### config.mk
export PLATFORM = sky130hd
export DESIGN_NAME = pc_unit
export DESIGN_NICKNAME = d
export VERILOG_FILES = /design/src/rtl/pc_unit.sv
export SDC_FILE = /design/constraint.sdc
export NUM_CORES = 1
export LEC_CHECK = 0
export CORE_MARGIN = 3
export CORE_UTILIZATION = 60
export CTS_CLUSTER_DIAMETER = 60
export DETAILED_ROUTE_END_ITERATION = 8
export DONT_BUFFER_PORTS = 1
export PLACE_DENSITY = 0.83
export SLEW_MARGIN = 10
export SYNTH_ARGS = -nofsm -noshare
export SYNTH_HDL_FRONTEND = slang
export SYNTH_SLANG_ARGS = --single-unit
export TNS_END_PERCENT = 10
### constraint.sdc
create_clock -name clk -period 4.5 [get_ports clk]
set_clock_uncertainty 0.05 [all_clocks]
set_input_delay 0.9 -clock clk [delete_from_list [all_inputs] [get_ports clk]]
set_output_delay 0.9 -clock clk [all_outputs]
set_load 0.02 [all_outputs]
### src/rtl/pc_unit.sv
// Program-counter unit for the IF stage: boot hold, halt/resume, redirect
// priority and a one-deep redirect buffer that survives pipeline stalls.
module pc_unit #(
    parameter int unsigned          XLEN         = 32,
    parameter logic [XLEN-1:0]      RESET_VECTOR = XLEN'(32'h0000_0000),
    parameter logic [XLEN-1:0]      TRAP_VECTOR  = XLEN'(32'h0000_0100),
    parameter int unsigned          INC          = 4,
    parameter int unsigned          ALIGN_BITS   = 2,
    parameter int unsigned          BOOT_CYCLES  = 2
) (
    input  logic            clk,
    input  logic            reset,
    input  logic            stall,
    input  logic            redirect_valid,
    input  logic [XLEN-1:0] redirect_target,
    input  logic            trap_valid,
    input  logic            halt_req,
    input  logic            resume,
    output logic [XLEN-1:0] pc_out,
    output logic [XLEN-1:0] pc_plus_inc,
    output logic            fetch_valid,
    output logic            redirect_pending,
    output logic            halted
);

    localparam int unsigned CNT_W = (BOOT_CYCLES > 0) ? $clog2(BOOT_CYCLES + 1) : 1;
    localparam logic [XLEN-1:0] ALIGN_MASK = ~((XLEN'(1) << ALIGN_BITS) - XLEN'(1));
    localparam logic [XLEN-1:0] INC_VAL    = XLEN'(INC);
    localparam logic [CNT_W-1:0] BOOT_INIT = CNT_W'(BOOT_CYCLES);

    typedef enum logic [1:0] {
        BOOT = 2'd0,
        RUN  = 2'd1,
        HALT = 2'd2
    } state_t;

    state_t             state_q, state_d;
    logic [XLEN-1:0]    pc_q, pc_d;
    logic [XLEN-1:0]    pend_tgt_q, pend_tgt_d;
    logic               pend_q, pend_d;
    logic [CNT_W-1:0]   cnt_q, cnt_d;
    logic               fetch_valid_q;
    logic               halted_q;
    logic [XLEN-1:0]    redirect_aligned;

    assign redirect_aligned = redirect_target & ALIGN_MASK;

    always_comb begin
        state_d    = state_q;
        pc_d       = pc_q;
        pend_d     = pend_q;
        pend_tgt_d = pend_tgt_q;
        cnt_d      = cnt_q;

        unique case (state_q)
            BOOT: begin
                if (trap_valid) begin
                    pc_d    = TRAP_VECTOR;
                    state_d = RUN;
                end else if (cnt_q == '0) begin
                    state_d = RUN;
                end else begin
                    cnt_d = cnt_q - CNT_W'(1);
                end
            end

            // Priority chain: a halt request only wins when nothing else moves the PC.
            RUN: begin
                if (trap_valid) begin
                    pc_d   = TRAP_VECTOR;
                    pend_d = 1'b0;
                end else if (redirect_valid && !stall) begin
                    pc_d   = redirect_aligned;
                    pend_d = 1'b0;
                end else if (redirect_valid && stall) begin
                    pend_tgt_d = redirect_aligned;
                    pend_d     = 1'b1;
                end else if (pend_q && !stall) begin
                    pc_d   = pend_tgt_q;
                    pend_d = 1'b0;
                end else if (stall) begin
                    pc_d = pc_q;
                end else if (halt_req) begin
                    state_d = HALT;
                end else begin
                    pc_d = pc_q + INC_VAL;
                end
            end

            HALT: begin
                if (trap_valid) begin
                    pc_d    = TRAP_VECTOR;
                    pend_d  = 1'b0;
                    state_d = RUN;
                end else if (resume) begin
                    state_d = RUN;
                    pend_d  = 1'b0;
                    if (redirect_valid) begin
                        pc_d = redirect_aligned;
                    end else if (pend_q) begin
                        pc_d = pend_tgt_q;
                    end
                end else if (redirect_valid) begin
                    pend_tgt_d = redirect_aligned;
                    pend_d     = 1'b1;
                end
            end

            default: begin
                state_d = BOOT;
            end
        endcase
    end

    // Status flags are registered from the next state so they line up with pc_out.
    always_ff @(posedge clk or posedge reset) begin
        if (reset) begin
            state_q       <= BOOT;
            pc_q          <= RESET_VECTOR;
            pend_tgt_q    <= '0;
            pend_q        <= 1'b0;
            cnt_q         <= BOOT_INIT;
            fetch_valid_q <= 1'b0;
            halted_q      <= 1'b0;
        end else begin
            state_q       <= state_d;
            pc_q          <= pc_d;
            pend_tgt_q    <= pend_tgt_d;
            pend_q        <= pend_d;
            cnt_q         <= cnt_d;
            fetch_valid_q <= (state_d == RUN);
            halted_q      <= (state_d == HALT);
        end
    end

    assign pc_out           = pc_q;
    assign pc_plus_inc      = pc_q + INC_VAL;
    assign fetch_valid      = fetch_valid_q;
    assign redirect_pending = pend_q;
    assign halted           = halted_q;

endmodule
---- Word level (Yosys, flattened, before mapping) ----
Index checks and enable logic that the tools add are counted.
word-level totals
  register bits after elaboration ......... 71
  input bits .............................. 39
  output and inout port bits .............. 67
  word-level logic and storage cells ...... 79
cells by class
  add/sub/neg operators ................... 2
  eq/ne operators ......................... 18
  multiplexer cells ....................... 38
  bitwise operators ....................... 2
  reductions and logical operators ........ 12
operators by type and width
  kind                     number
  $mux W32                 17
  $pmux W32 S3             1
  $pmux W32 S2             1
  $add A32 B3 Y32 const B  1
  $mux W2                  10
  $ne A5 B5 Y1 const B     3
  $ne A2 B2 Y1 const B     7
  $reduce_and A7 Y1        2
  $ne A4 B4 Y1 const B     3
  $mux W1                  7
  $pmux W2 S3              1
  $reduce_and A3 Y1        2
  $eq A2 B1 Y1 const B     2
  $eq A2 B2 Y1 const B     2
  $logic_not A2 Y1         2
  $logic_and A1 B1 Y1      3
  $ne A3 B3 Y1 const B     1
  $reduce_bool A3 Y1       1
  $not A1 Y1               2
  $pmux W1 S2              1
  $reduce_bool A2 Y1       1
  $sub A2 B1 Y2 const B    1
  $logic_not A1 Y1         1

---- Longest topological paths before layout ----
Gate-level depths: netlist (run 1).
  depth in word-level cells ............... 8
  depth in mapped cells ................... 12
  depth with buffers taken out ............ 7

---- Worst setup path after synthesis (run 1) ----
OpenSTA, ideal clock, no wires.
  path type ............................... register to output
  start ................................... reg pc_q[10], in the netlist pc_out[10]
  end ..................................... out pc_plus_inc[30]
  data arrival time ....................... 2393 ps
  data required time ...................... 3550 ps
  setup slack ............................. 1157 ps
  stages on the path, launching flop included .. 7
  buffers on the path ..................... 1
  path through ............................ dfrtp_1 -> nand4_2 -> or4_4 -> or4_4 -> buf_6 -> nor2_1 -> xor2_1
on the way
  longest elaborated chain between the ends .. 1
ends and longest elaborated chain
  what                    line  RTL
  start, declared         38    logic [XLEN-1:0] pc_q, pc_d;
  start signal, assigned  127   pc_q <= pc_d;
  $add A32 B3 Y32         137   assign pc_plus_inc = pc_q + INC_VAL;
  end, declared           20    output logic [XLEN-1:0] pc_plus_inc,
No other way between the ends.

---- Worst setup path in the final report (run 1) ----
  start ................................... reg pc_q[2], in the netlist pc_out[2]
  end ..................................... out pc_plus_inc[30]
Same word-level chain as after synthesis.

==> implementation parameters, run 1 <==
Parameter                              Value

Floorplanning
  Std cell rows    32
  I/O Pins    106
  Effective utilization at floorplan    between 60 and 70%
  Die extent in x    95.5 um
  Area of the die    9130 um^2
  Core region area    7770 um^2
  Die Ht    95.5 um

Layout
  Share of post-route cells with drive strength above 1    15.0%
  Filler cell count    ~630
  Nets    about 570
  Synthesis-to-layout area growth    4.47%
  Ant. Diodes    0
  Commonest non-fill, non-tap cell in the layout    sky130_fd_sc_hd__dfrtp_1
  Area taken by multi-input logic gates    2890 um^2
  Register area    between 1500 and 2000 um^2
  Top library cells by usage in the layout, fill and taps aside    sky130_fd_sc_hd__dfrtp_1 (66), sky130_fd_sc_hd__nor2_1 (45), sky130_fd_sc_hd__o21ai_0 (42)

Flow run
  Maximum capacitance violations    0

STA
  Worst Hold Margin    0.459 ns
  Setup violation total in the final timing report    0
  Final Hold Fails    0
  Slew margin rel.    25.5%
  Total negative slack for setup checks    0 ns
  Final slew viol count    0
  Worst Max-Slew Pin Slew    about 1.1 ns
  Fmax    ~260 MHz
  Final critical delay including setup and external delays    3.91 ns
  RSZ-0062 raised after global routing    no
  Final worst-path cycle share    86.8%

CTS
  Skew-Pair Late Insertion Delay    roughly 0.35 ns
  TritonCTS clock tree    yes
  Setup bufs post-CTS    0
  Number of buffers inserted by hold repair at cts    0
  Longest Clk Path Bufs    2
  Total number of H-tree levels    3
  Root buffer selected by CTS    sky130_fd_sc_hd__clkbuf_8
  CTS resizes    0
  Number of clock sinks seen by CTS    67
  Number of buffers added by the clock tree synthesis step    9
  Clock slew seen by the registers of the worst setup and hold paths    around 0.07 ns

Setup path
  Nature of the critical path endpoint    output port
  Classification of the worst setup path    flip-flop to output port
  Setup crit start kind    flip-flop
  Data arrival time of the critical path    around 3.0 ns
  Max Fanout on Critical Path    6
  CP required    3.55 ns

Global routing
  Pin count of the biggest net entering global routing    50
  Leftover overflow at the end of global routing    0
  Number of antenna violations at the first check in global routing    0
  GRT Resource Usage Total    31.0%
  Number of global-route vias before repair    around 4300
  First-pass GRT wire length    21900 um

Logic synthesis
  Number of flops mapped to enable cells by yosys    0
  Synth Area per Inst    8.87 um^2
  Cell Area, Synth    4810 um^2
  Number of instances in the synthesized netlist    542
  Yosys cell types    73
  Seq/Total Area, Yosys    34.9%
  Warning count from the yosys run    0
  Synthesized flop and latch total    67
  Most used DFF post-synth    sky130_fd_sc_hd__dfrtp_1
  Synth async-reset ratio    100%

Place
  Final weighted congestion of routability-driven global placement    0.892
  Final HPWL DP    about 9600 um
  Port Buf Inserts    0

Pwr
  Maximum resistive drop on vdd    0.381 mV
  Share of total power consumed by net switching    a little over two fifths
  Power density cells    576 nW/um^2
  Seq pwr share    approximately two fifths
  Pint    1.62 mW
  Total Power Consumption    2.89 mW
  Switching power of the nets    between 1 and 1.5 mW
  Clk network pwr share    between 10% and 20%
  Reported leakage power    ~2.1 nW
  Comb pwr share    42.5%

Drt
  Number of design-rule violations left by the first detailed-router iteration    about 450
  DRC viols    0
  Routed WL    14000 um
  Via-to-Cell Ratio    ~7.0
  Average wire length per cell after detail routing    22.2 um
  Via total after detailed routing    4423
  Pre-antenna DRT Iters    5
  Antenna-violating nets left    0

Min path
  Hold crit path type    flip-flop to flip-flop

Outcome
  Run status    finished, final reports clean
cells by family after synthesis:
kind of cell             after synthesis  synth area share (%)
AO/OA/AOI/OAI                        153                  22.3
XOR/XNOR                              28                  5.10
adder cells (fa/ha/maj)                6                  1.56
buffers and inverters                 54                  5.31
flip-flops                            67                  34.9
multiplexers                          52                  11.8
other                                  1                0.0780
AND/OR/NAND/NOR                      181                  19.0
synthesized netlist by cell type, drive strengths merged, types with 9 or more instances:
master  instances  area, um^2
or3             9        57.6
nor3           17        85.1
a22o           13         114
inv            12        45.0
dfrtp          66        1650
nand3          18        90.1
mux2           36         405
nand2          41         154
xnor2          17         149
buf            14        96.3
xor2           11        96.3
clkbuf         27         103
o21ai          42         210
nor2           45         169
a21oi          19        95.1
mux2i          16         160
o31ai          12        90.1
critical path, cell delays in order, from the launching register on:
cell and delay [ns]:
sky130_fd_sc_hd__dfrtp_1 0.53, sky130_fd_sc_hd__ha_1 0.30, sky130_fd_sc_hd__nand3_1 0.22, sky130_fd_sc_hd__or2_2 0.40
sky130_fd_sc_hd__or4_4 0.61, sky130_fd_sc_hd__nor2_1 0.15, sky130_fd_sc_hd__xor2_1 0.40
stage by stage:
stage	std cells	area, um^2	setup WS (ns)	utilization, %
3_3_place_gp	614	4810	1.02	62.0
4_1_cts	629	5020	0.601	64.7
6_report	629	5020	0.595	64.7
2_1_floorplan	545	4820	1.16	-
3_5_place_dp	614	4810	0.977	62.0
5_1_grt	629	5020	0.427	64.7
power by group through the flow:
stage	logic, mW	registers (mW)	clock network [mW]
2_1_floorplan	0.988	1.04	0
3_3_place_gp	1.16	1.10	0
3_5_place_dp	1.20	1.12	0
4_1_cts	1.21	1.11	0.554
5_1_grt	1.33	1.14	0.586
6_report	1.23	1.11	0.552
flip-flops by register name, summed over array words and instances, names as in the netlist:
name / count
cnt_q: 2
fetch_valid: 1
halted: 1
pc_out: 30
pend_tgt_q: 30
redirect_pending: 1
state_q: 2
final cells by class:
type | count | area share [%]
repair buffers | 9 | 1.34
well taps | 102 | 2.54
clock inverters | 1 | 0.598
multi-input cells | 424 | 57.6
clock buffers | 14 | 3.64
flip-flops and latches | 67 | 33.4
inverters | 12 | 0.896
final timing paths:
| path | start | endpoint | depth (start not counted) | slack [ns] |
|---|---|---|---|---|
| worst max-delay path | pc_out[2]$_DFFE_PP0P_ | pc_plus_inc[30] | 6 | 0.59 |
| worst min-delay path | cnt_q[1]$_DFFE_PP1P_ | cnt_q[1]$_DFFE_PP1P_ | 2 | 0.46 |
| worst max register to register | state_q[0]$_DFF_PP0_ | pc_out[7]$_DFFE_PP0P_ | 8 | 1.33 |
| worst min register to register | cnt_q[1]$_DFFE_PP1P_ | cnt_q[1]$_DFFE_PP1P_ | 2 | 0.46 |
| max in group asynchronous | reset | cnt_q[1]$_DFFE_PP1P_ | 2 | 2.89 |
| min in group asynchronous | reset | pend_tgt_q[3]$_DFFE_PP0P_ | 1 | 0.57 |
per-layer routing:
metal,track usage [%],routed length [um],up-vias
met5,0,0,-
met4,14.6,471,0
li1,-,-,1957
met2,48.5,6500,271
met3,8.52,1550,51
met1,39.7,5470,2144
Power figures use the tool's default switching activity.
==> run 2, diff against run 1 <==
--- a/config.mk
+++ b/config.mk
@@ -5,12 +5,13 @@
 export SDC_FILE = /design/constraint.sdc
 export NUM_CORES = 1
 export LEC_CHECK = 0
+export CAP_MARGIN = 10
 export CORE_MARGIN = 3
 export CORE_UTILIZATION = 60
 export CTS_CLUSTER_DIAMETER = 60
 export DETAILED_ROUTE_END_ITERATION = 8
 export DONT_BUFFER_PORTS = 1
-export PLACE_DENSITY = 0.83
+export PLACE_DENSITY = 0.76
 export SLEW_MARGIN = 10
 export SYNTH_ARGS = -nofsm -noshare
 export SYNTH_HDL_FRONTEND = slang
==> run 2 against run 1 <==
Effect of this change:
- sequential cell count unchanged
- worst hold slack got worse by 0.0025 ns
- clock-buffer cell count is 5 lower
- routed wire length up 0.21%
- cell area down 0.72%
- non-clock buffer count increased by 1
- register-to-register slack barely moved
- fmax fell by 0.72%
- global-route usage fell by 0.24 points
- via count down 1.2%
- cell count grew 0.32%
- largest power group unchanged
==> implementation parameters, run 2 (synthesis results as in run 1) <==
Parameter                              Value

Place
  Final weighted congestion of routability-driven global placement    0.854 (-4.2%)
  Port Buf Inserts    0 (unchanged)
  Placed inst area    4820 um^2 (+0.16%)
  Final HPWL DP    9630 um (-0.11%)

Global routing
  Pin count of the biggest net entering global routing    50 (unchanged)
  Number of global-route vias before repair    4187 (-3.1%)
  First-pass GRT wire length    21600 um (-1.3%)
  Number of antenna violations at the first check in global routing    0 (unchanged)
  GRT Resource Usage Total    30.8% (-0.24 points)
  Leftover overflow at the end of global routing    0 (unchanged)

Setup path
  Data arrival time of the critical path    2.98 ns (+0.02 ns)
  Nature of the critical path endpoint    output port
  Depth of the worst register-to-register path    7 (-1)
  Classification of the worst setup path    flip-flop to output port
  CP required    3.55 ns (about the same)
  Setup crit start kind    flip-flop
  Max Fanout on Critical Path    6 (unchanged)

STA
  Total negative slack for setup checks    0 ns (unchanged)
  Setup violation total in the final timing report    0 (unchanged)
  Worst Max-Slew Pin Slew    1.21 ns (+0.0913 ns)
  Final slew viol count    0 (unchanged)
  RSZ-0062 raised after global routing    no
  Fmax    254 MHz (-0.72%)
  Final critical delay including setup and external delays    3.93 ns (+0.0281 ns)
  Slew margin rel.    19.4% (-6.1 points)
  Final worst-path cycle share    87.4% (+0.63 points)
  Final Hold Fails    0 (unchanged)

CTS
  Setup bufs post-CTS    0 (unchanged)
  Total number of H-tree levels    3 (unchanged)
  TritonCTS clock tree    yes
  Longest Clk Path Bufs    2 (unchanged)
  Number of buffers inserted by hold repair at cts    0 (unchanged)
  Clock slew seen by the registers of the worst setup and hold paths    0.08 ns (about the same)
  Number of buffers added by the clock tree synthesis step    9 (unchanged)
  Number of clock sinks seen by CTS    67 (unchanged)
  Skew-Pair Late Insertion Delay    0.36 ns (about the same)
  Root buffer selected by CTS    sky130_fd_sc_hd__clkbuf_8
  CTS resizes    0 (unchanged)

Layout
  Nets    569 (+0.18%)
  Final design instance area without fill    4990 um^2 (-0.72%)
  Top library cells by usage in the layout, fill and taps aside    sky130_fd_sc_hd__dfrtp_1 (66), sky130_fd_sc_hd__nor2_1 (45), sky130_fd_sc_hd__o21ai_0 (42)
  Ant. Diodes    0 (unchanged)
  Synthesis-to-layout area growth    3.72%
  Share of post-route cells with drive strength above 1    15.5% (+0.51 points)
  Commonest non-fill, non-tap cell in the layout    sky130_fd_sc_hd__dfrtp_1
  Filler cell count    645 (+2.2%)

Drt
  Uppermost signal routing layer after detailed routing    met4
  Via total after detailed routing    4370 (-1.2%)
  Routed WL    14000 um (+0.21%)
  Via-to-Cell Ratio    6.93 (-1.5%)
  Number of design-rule violations left by the first detailed-router iteration    353 (-22%)
  Antenna-violating nets left    0 (unchanged)
  DRC viols    0 (unchanged)
  Pre-antenna DRT Iters    5 (unchanged)
  Routed length on met2    6690 um (+2.9%)
  Total length of routed met3 wires    1520 um (-2.1%)
  Average wire length per cell after detail routing    22.2 um (-0.11%)
  Met1 wire length    5500 um (+0.60%)

Floorplanning
  Core region area    7770 um^2 (unchanged)
  Effective utilization at floorplan    61.9% (unchanged)
  Die Ht    95.5 um (unchanged)
  I/O Pins    106 (unchanged)
  Die extent in x    95.5 um (unchanged)
  Std cell rows    32 (unchanged)
  Area of the die    9130 um^2 (unchanged)

Pwr
  Maximum resistive drop on vdd    0.343 mV (-9.9%)
  Power density cells    559 nW/um^2 (-2.8%)
  Reported leakage power    2.11 nW (-1.2%)

Min path
  Worst Hold Path Cells    2 (unchanged)
  Hold crit path type    flip-flop to flip-flop

Flow run
  Maximum capacitance violations    0 (unchanged)

Outcome
  Run status    finished, final reports clean
## run 2: stage by stage
stage / std cells / hold slack (ns) / worst slack, ns / power (mW) / util (%)
after global placement: 615 / 0.435 / 0.989 / 2.28 / 62.0
after detailed placement: 615 / 0.440 / 0.970 / 2.32 / 62.0
after CTS: 631 / 0.457 / 0.566 / 2.77 / 64.2
final: 631 / 0.456 / 0.567 / 2.79 / 64.2
after global routing: 631 / 0.480 / 0.459 / 2.96 / 64.2
after floorplan: 545 / 0.423 / 1.16 / 2.03 / -
## run 2: cell type report
cell class | count | area [um^2] | share of cell area (%)
multi-input cells | 424 | 2890 | 58.0
repair buffers | 10 | 75.1 | 1.50
flip-flops and latches | 67 | 1680 | 33.6
clock buffers | 9 | 124 | 2.48
clock inverters | 7 | 45.0 | 0.903
well taps | 102 | 128 | 2.56
inverters | 12 | 45.0 | 0.903
## run 2: power by group
part / switching (mW) / internal, mW
logic: 0.724 / 0.492
registers: 0.299 / 0.817
clock network: 0.262 / 0.196
total: 1.28 / 1.51
## run 2: worst paths after layout
path,startpoint,to,slack (ns)
max,pc_out[2]$_DFFE_PP0P_,pc_plus_inc[30],0.57
min,cnt_q[1]$_DFFE_PP1P_,cnt_q[1]$_DFFE_PP1P_,0.46
max reg2reg,state_q[0]$_DFF_PP0_,pc_out[31]$_DFFE_PP0P_,1.34
min reg2reg,cnt_q[1]$_DFFE_PP1P_,cnt_q[1]$_DFFE_PP1P_,0.46
max in group asynchronous,reset,pc_out[6]$_DFFE_PP0P_,2.93
min in group asynchronous,reset,pend_tgt_q[2]$_DFFE_PP0P_,0.57
## run 2: worst max-delay path, stage by stage, from the launching register on
cell and delay, ns:
sky130_fd_sc_hd__dfrtp_1 0.53, sky130_fd_sc_hd__ha_1 0.29, sky130_fd_sc_hd__nand3_1 0.24, sky130_fd_sc_hd__or2_2 0.40
sky130_fd_sc_hd__or4_4 0.61, sky130_fd_sc_hd__nor2_1 0.16, sky130_fd_sc_hd__xor2_1 0.39
## run 2: per-layer routing
metal	up-vias	GRT usage [%]
met3	27	9.23
met5	-	0
met4	0	12.6
met1	2130	39.5
li1	1962	-
met2	251	48.3
